`config.mk`:
```
export PLATFORM = sky130hd
export DESIGN_NAME = if_fetch_stage
export DESIGN_NICKNAME = d
export VERILOG_FILES = /design/src/rtl/if_fetch_stage.sv
export SDC_FILE = /design/constraint.sdc
export NUM_CORES = 1
export LEC_CHECK = 0
export CORE_AREA = 2 2 141 143
export CTS_CLUSTER_DIAMETER = 120
export DETAILED_ROUTE_END_ITERATION = 6
export DIE_AREA = 0 0 143 145
export DONT_BUFFER_PORTS = 1
export GPL_ROUTABILITY_DRIVEN = 0
export PLACE_DENSITY_LB_ADDON = 0.3
export SLEW_MARGIN = 15
export SYNTH_ARGS = -nofsm -noshare
export SYNTH_HDL_FRONTEND = slang
export SYNTH_SLANG_ARGS = --single-unit
```
`constraint.sdc`:
```
create_clock -name clk -period 12.8 [get_ports clk]
set_input_delay 2.56 -clock clk [delete_from_list [all_inputs] [get_ports clk]]
set_output_delay 2.56 -clock clk [all_outputs]
set_load 0.1 [all_outputs]
```
`src/rtl/if_fetch_stage.sv`:
```
// Instruction-fetch stage: owns the PC, issues one non-abortable request at a
// time to instruction memory, buffers responses in a 2-entry FIFO for decode,
// and handles branch/jump redirects by flushing and discarding wrong-path data.
module if_fetch_stage #(
    parameter logic [31:0] RESET_PC = 32'h0000_0000
) (
    input  logic        clk,
    input  logic        rst,
    output logic        imem_req_o,
    output logic [31:0] imem_addr_o,
    input  logic [31:0] imem_rdata_i,
    input  logic        imem_valid_i,
    input  logic        pcsrc_i,
    input  logic [31:0] branch_target_i,
    input  logic        jump_i,
    input  logic [31:0] jump_target_i,
    output logic [31:0] instr_o,
    output logic [31:0] pc_plus4_o,
    output logic        instr_valid_o,
    input  logic        instr_ready_i
);

    localparam int unsigned XLEN  = 32;
    localparam int unsigned CNT_W = 2;
    localparam logic [XLEN-1:0] WORD_BYTES = XLEN'(4);
    localparam logic [CNT_W-1:0] DEPTH = CNT_W'(2);

    typedef enum logic [1:0] {
        IDLE  = 2'd0,
        FETCH = 2'd1,
        FULL  = 2'd2,
        DROP  = 2'd3
    } state_t;

    state_t            state;
    state_t            state_n;
    logic [XLEN-1:0]   fetch_pc;
    logic [XLEN-1:0]   fetch_pc_n;
    logic [XLEN-1:0]   req_addr;
    logic [XLEN-1:0]   req_addr_n;
    logic [CNT_W-1:0]  count;
    logic [CNT_W-1:0]  count_n;
    logic [CNT_W-1:0]  cnt_after_pop;
    logic [XLEN-1:0]   tail_instr;
    logic [XLEN-1:0]   tail_pc4;
    logic              req_n;
    logic              push;
    logic              pop;
    logic              flush;
    logic              redirect;
    logic [XLEN-1:0]   raw_target;
    logic [XLEN-1:0]   target;
    logic [XLEN-1:0]   resp_next;

    assign imem_addr_o = req_addr;

    // Redirect decode: branch wins over jump, targets are word aligned.
    always_comb begin
        redirect   = pcsrc_i | jump_i;
        raw_target = pcsrc_i ? branch_target_i : jump_target_i;
        target     = {raw_target[XLEN-1:2], 2'b00};
        pop        = instr_valid_o & instr_ready_i;
        resp_next  = req_addr + WORD_BYTES;
        cnt_after_pop = count - CNT_W'(pop);
    end

    // Next-state, next-PC, issue address and FIFO push/flush control.
    always_comb begin
        state_n    = state;
        fetch_pc_n = fetch_pc;
        req_addr_n = req_addr;
        push       = 1'b0;
        flush      = 1'b0;

        if (redirect) begin
            flush      = 1'b1;
            fetch_pc_n = target;
        end

        case (state)
            IDLE: begin
                state_n    = FETCH;
                req_addr_n = redirect ? target : fetch_pc;
            end
            FETCH: begin
                if (redirect) begin
                    // Old request still in flight must be completed, so drain it in DROP.
                    if (imem_valid_i) begin
                        req_addr_n = target;
                    end else begin
                        state_n = DROP;
                    end
                end else if (imem_valid_i) begin
                    push       = 1'b1;
                    fetch_pc_n = resp_next;
                    if (cnt_after_pop == (DEPTH - CNT_W'(1))) begin
                        state_n = FULL;
                    end else begin
                        req_addr_n = resp_next;
                    end
                end
            end
            FULL: begin
                if (redirect) begin
                    state_n    = FETCH;
                    req_addr_n = target;
                end else if (pop) begin
                    state_n    = FETCH;
                    req_addr_n = fetch_pc;
                end
            end
            DROP: begin
                // Discard the wrong-path response; a redirect arriving with it is honoured directly.
                if (imem_valid_i) begin
                    state_n    = FETCH;
                    req_addr_n = redirect ? target : fetch_pc;
                end
            end
            default: begin
                state_n = IDLE;
            end
        endcase

        if (flush) begin
            count_n = '0;
        end else begin
            count_n = cnt_after_pop + CNT_W'(push);
        end
        req_n = (state_n == FETCH) || (state_n == DROP);
    end

    // Control registers: state, PCs, request and occupancy.
    always_ff @(posedge clk or posedge rst) begin
        if (rst) begin
            state         <= IDLE;
            fetch_pc      <= RESET_PC;
            req_addr      <= '0;
            count         <= '0;
            imem_req_o    <= 1'b0;
            instr_valid_o <= 1'b0;
        end else begin
            state         <= state_n;
            fetch_pc      <= fetch_pc_n;
            req_addr      <= req_addr_n;
            count         <= count_n;
            imem_req_o    <= req_n;
            instr_valid_o <= (count_n != '0);
        end
    end

    // Shift FIFO storage: slot 0 is the head and drives decode directly.
    always_ff @(posedge clk or posedge rst) begin
        if (rst) begin
            instr_o    <= '0;
            pc_plus4_o <= '0;
            tail_instr <= '0;
            tail_pc4   <= '0;
        end else if (!flush) begin
            if (pop) begin
                instr_o    <= tail_instr;
                pc_plus4_o <= tail_pc4;
            end
            if (push) begin
                if (cnt_after_pop == '0) begin
                    instr_o    <= imem_rdata_i;
                    pc_plus4_o <= resp_next;
                end else begin
                    tail_instr <= imem_rdata_i;
                    tail_pc4   <= resp_next;
                end
            end
        end
    end

endmodule

```
==> results <==
- The flow ran to the end, and the final reports show no timing, DRC or antenna violations.
- In this run the count of I/O pins placed on the die edge is 200.
- The launching element type of the critical path is a primary input.
- The highest attainable clock frequency is 175 MHz.
- In this run the cell area of the synthesized design comes to 9470 µm².
- The global-route met1 utilization is 0.352.
- Clock tree synthesis found a total of 197 sinks.
- The via count of the first global-routing pass was 7057.
- After routing, the total negative slack on setup checks comes to 0 ns.
- The post-synthesis cell count is 941.
- The headroom to the max-slew limit is 0.155.
- The number of enable-type register cells in the synthesized netlist is 0.
- The final layout contains 1007 nets.
- The number of fill cells in the layout is 1696.
- The worst-case IR drop observed on VDD is 0.0000986 V.
- The fraction of layout instances using a drive strength above 1 is 0.125.
- The total global-route track usage is 0.246.
- The hold violation total from the final report came to 0.
- The type of destination of the critical path is a register.
- The die is 143 µm wide.
- The hold path startpoint is fetch_pc[1]$_DFF_PP0_.
- Buffers placed on the I/O ports in this run total 0.
- The largest area contributor in the synthesized netlist is sky130_fd_sc_hd__dfrtp_1.
- With fillers left out, the area of the finished cells amounts to 10200 µm².
- Of the synthesized area, sequential elements account for 0.521.
- For this design the ratio of total power to cell area is 221 nW/µm².
- The count of hold buffers inserted by post-cts repair is 0.
- The type of the worst setup path is in2reg.
- The clock slew at the register clock pins of the worst setup and hold paths is 0.08 ns.
- TritonCTS built the clock tree.
- The DRC marker count from the first detailed-route iteration is 710.
- The first global-routing pass estimated 40100 µm of wire.
- The maximum level of the CTS H-tree is 4.
- The data required time of the worst path is 13.12 ns.
- Counting instances in the post-synthesis netlist gives the leading cell types as sky130_fd_sc_hd__dfrtp_1, sky130_fd_sc_hd__a21oi_1, sky130_fd_sc_hd__nor2_1.
- The most common cell in the synthesized netlist is sky130_fd_sc_hd__dfrtp_1.
- The post-detailed-route wirelength per cell is 21.4 µm.
- The static power due to leakage is 4.33 nW.
- Once the clock tree was built, the setup fixing pass inserted 0 buffers.
- The met3 usage is 0.0690.
- The launching point of the worst reg2reg path is instr_valid_o$_DFF_PP0_.
- The largest driver fanout on the critical path is 74.
- The total of cells resized after clock tree synthesis is 0.
- The floorplan has 51 rows.
- The area of the core region is 19200 µm².
- For this run, the number of Yosys warnings is 0.
- The post-synthesis area per instance is 10.1 µm².
- For this configuration, the core starts out at a cell density of 0.493.
- The number of inserted diodes is 0.
- The die area is 20700 µm².
- The count of distinct cell types in the synthesized netlist is 67.
- The total overflow left after global routing is 0.
- Setup repair after global routing left no endpoint under its margin.
- The final hold slack is 0.503 ns.
- The cell area after placement is 9640 µm².
- The first-pass iteration count of the detailed router is 7.
- For this run, the share of the core covered by cells in the final layout is 0.534.
- The launching element of the worst setup path is jump_i.
- The HPWL after detailed placement is 16500 µm.
- For the finished layout, the period the worst path requires is 5.70 ns.
- The clock tree skew after final layout is 0.0157 ns.
- The root buffer cell is sky130_fd_sc_hd__clkbuf_16.
- Compared with the post-synthesis result, the final layout area differs by 8.23%.
- The signal arrival time at the worst endpoint is 6.02 ns.
- Ranked by total cell area, the synthesized netlist is headed by sky130_fd_sc_hd__dfrtp_1, sky130_fd_sc_hd__a21oi_1, sky130_fd_sc_hd__mux2_2, sky130_fd_sc_hd__o22ai_1, sky130_fd_sc_hd__nor2_1.
- The primary flip-flop cell chosen by synthesis mapping is sky130_fd_sc_hd__dfrtp_1.
- The async set-reset flop share out of synthesis is 1.00.
- The post-route total power is 0.00226 W.
- The routing layer with the top usage in global route is met2.
- The residual antenna-violating net count after detailed routing is 0.
- The pin count of the biggest net entering global routing is 127.
- The number of buffers between clock root and the deepest sink is 2.
- For flop-to-flop paths, the worst setup slack is 8.65 ns.
- The clock reaches the later pin of the worst-skew pair after 0.44 ns.
- The fraction of the cycle the final worst path needs is 0.446.
- For the pin with the worst max-slew slack, the measured transition is 1.26 ns.
- In the global route stage, met2 resource usage came out at 0.367.
- The detailed-route wire length is 25300 µm.
- The number of antenna violations at the first check in global routing is 0.
- The die is 145 µm tall.
- The number of buffers created by CTS is 17.
- Counting every net in the synthesized netlist gives 1046.
- The area fraction of the dominant cell type after synthesis is 0.521.
- The number of storage elements in the synthesis netlist is 197.
- The number of slew-limit violations in the final report came to 0.
- The path category of the worst min-delay check is reg2reg.
- Setup violations remaining at the end of the flow were counted as 0.
- The total number of vias is 7320.
- The mean number of vias per cell is 6.20.
- The DRC violations left is 0.
- The number of maximum-capacitance constraint violations is 0.
-- cell type report --
cell class / count / area, µm² / area share
Clock buffer: 17 / 425 / 0.0415
Multi-Input combinational cell: 647 / 4150 / 0.405
Sequential cell: 197 / 4930 / 0.481
Timing Repair Buffer: 20 / 150 / 0.0147
Clock inverter: 15 / 179 / 0.0175
Inverter: 19 / 78.8 / 0.00769
Tap cell: 265 / 332 / 0.0324
-- metrics by stage --
| step | worst slack [ns] | instances |
|---|---|---|
| 2_1_floorplan | 4.87 | 941 |
| 3_3_place_gp | 6.66 | 1148 |
| 3_5_place_dp | 6.63 | 1148 |
| 4_1_cts | 7.12 | 1180 |
| 5_1_grt | 6.89 | 1180 |
| 6_report | 7.10 | 1180 |
-- per-layer routing --
metal | share of wire | routed length (µm)
met1 | 0.43 | 10900
met2 | 0.47 | 11800
met3 | 0.088 | 2220
met4 | 0.014 | 361
met5 | 0 | 0
-- worst max-delay path, cell delays in order --
cell,delay (ns)
sky130_fd_sc_hd__nor2_4,0.07
sky130_fd_sc_hd__buf_4,0.65
sky130_fd_sc_hd__nand2_1,0.68
sky130_fd_sc_hd__a21oi_4,0.91
sky130_fd_sc_hd__buf_4,0.66
sky130_fd_sc_hd__mux2_2,0.42
-- cells by family (layout without fill, tap and decap cells) --
kind of cell	count (synthesis)	after routing	share of synthesized area
AND/OR/NAND/NOR	225	225	0.119
AO/OA/AOI/OAI	341	341	0.229
multiplexers	44	44	0.0513
flip-flops	197	197	0.521
adder cells (fa/ha/maj)	3	3	0.00397
buffers and inverters	97	71	0.0440
XOR/XNOR	34	34	0.0322
-- cells in the final DEF (no fill, tap or decap), types with 7 or more instances in the layout --
cell and count:
sky130_fd_sc_hd__dfrtp_1 197, sky130_fd_sc_hd__a21oi_1 126, sky130_fd_sc_hd__nor2_1 99, sky130_fd_sc_hd__o22ai_1 63, sky130_fd_sc_hd__nand2_1 42, sky130_fd_sc_hd__o21ai_0 39
sky130_fd_sc_hd__mux2_2 36, sky130_fd_sc_hd__nand3_1 24, sky130_fd_sc_hd__xnor2_1 22, sky130_fd_sc_hd__buf_4 20, sky130_fd_sc_hd__inv_1 17, sky130_fd_sc_hd__a31oi_1 17
sky130_fd_sc_hd__clkbuf_16 17, sky130_fd_sc_hd__a22o_1 13, sky130_fd_sc_hd__xor2_1 11, sky130_fd_sc_hd__a22oi_1 11, sky130_fd_sc_hd__nor3_1 9, sky130_fd_sc_hd__o211ai_1 9
sky130_fd_sc_hd__mux2i_1 8, sky130_fd_sc_hd__inv_6 7
-- registers in the layout, indices dropped and copies added (netlist names) --
name and flops:
count 2, instr_valid_o 1, imem_addr_o 32, state 2, fetch_pc 32, tail_pc4 32
tail_instr 32, pc_plus4_o 32, instr_o 32
-- power by group --
part	switching [W]	internal, W
logic	0.000164	0.000110
registers	0.000717	0.000732
clock network	0.000274	0.000266
-- worst paths after layout --
check / cells after the start / to
min: 1 / imem_addr_o[1]$_DFFE_PP0P_
min reg2reg: 1 / imem_addr_o[1]$_DFFE_PP0P_
max in group asynchronous: 2 / pc_plus4_o[9]$_DFFE_PP0P_
max: 6 / tail_instr[3]$_DFFE_PP0P_
max reg2reg: 10 / pc_plus4_o[20]$_DFFE_PP0P_
min in group asynchronous: 1 / pc_plus4_o[27]$_DFFE_PP0P_
(Power assumes the default switching activity.)
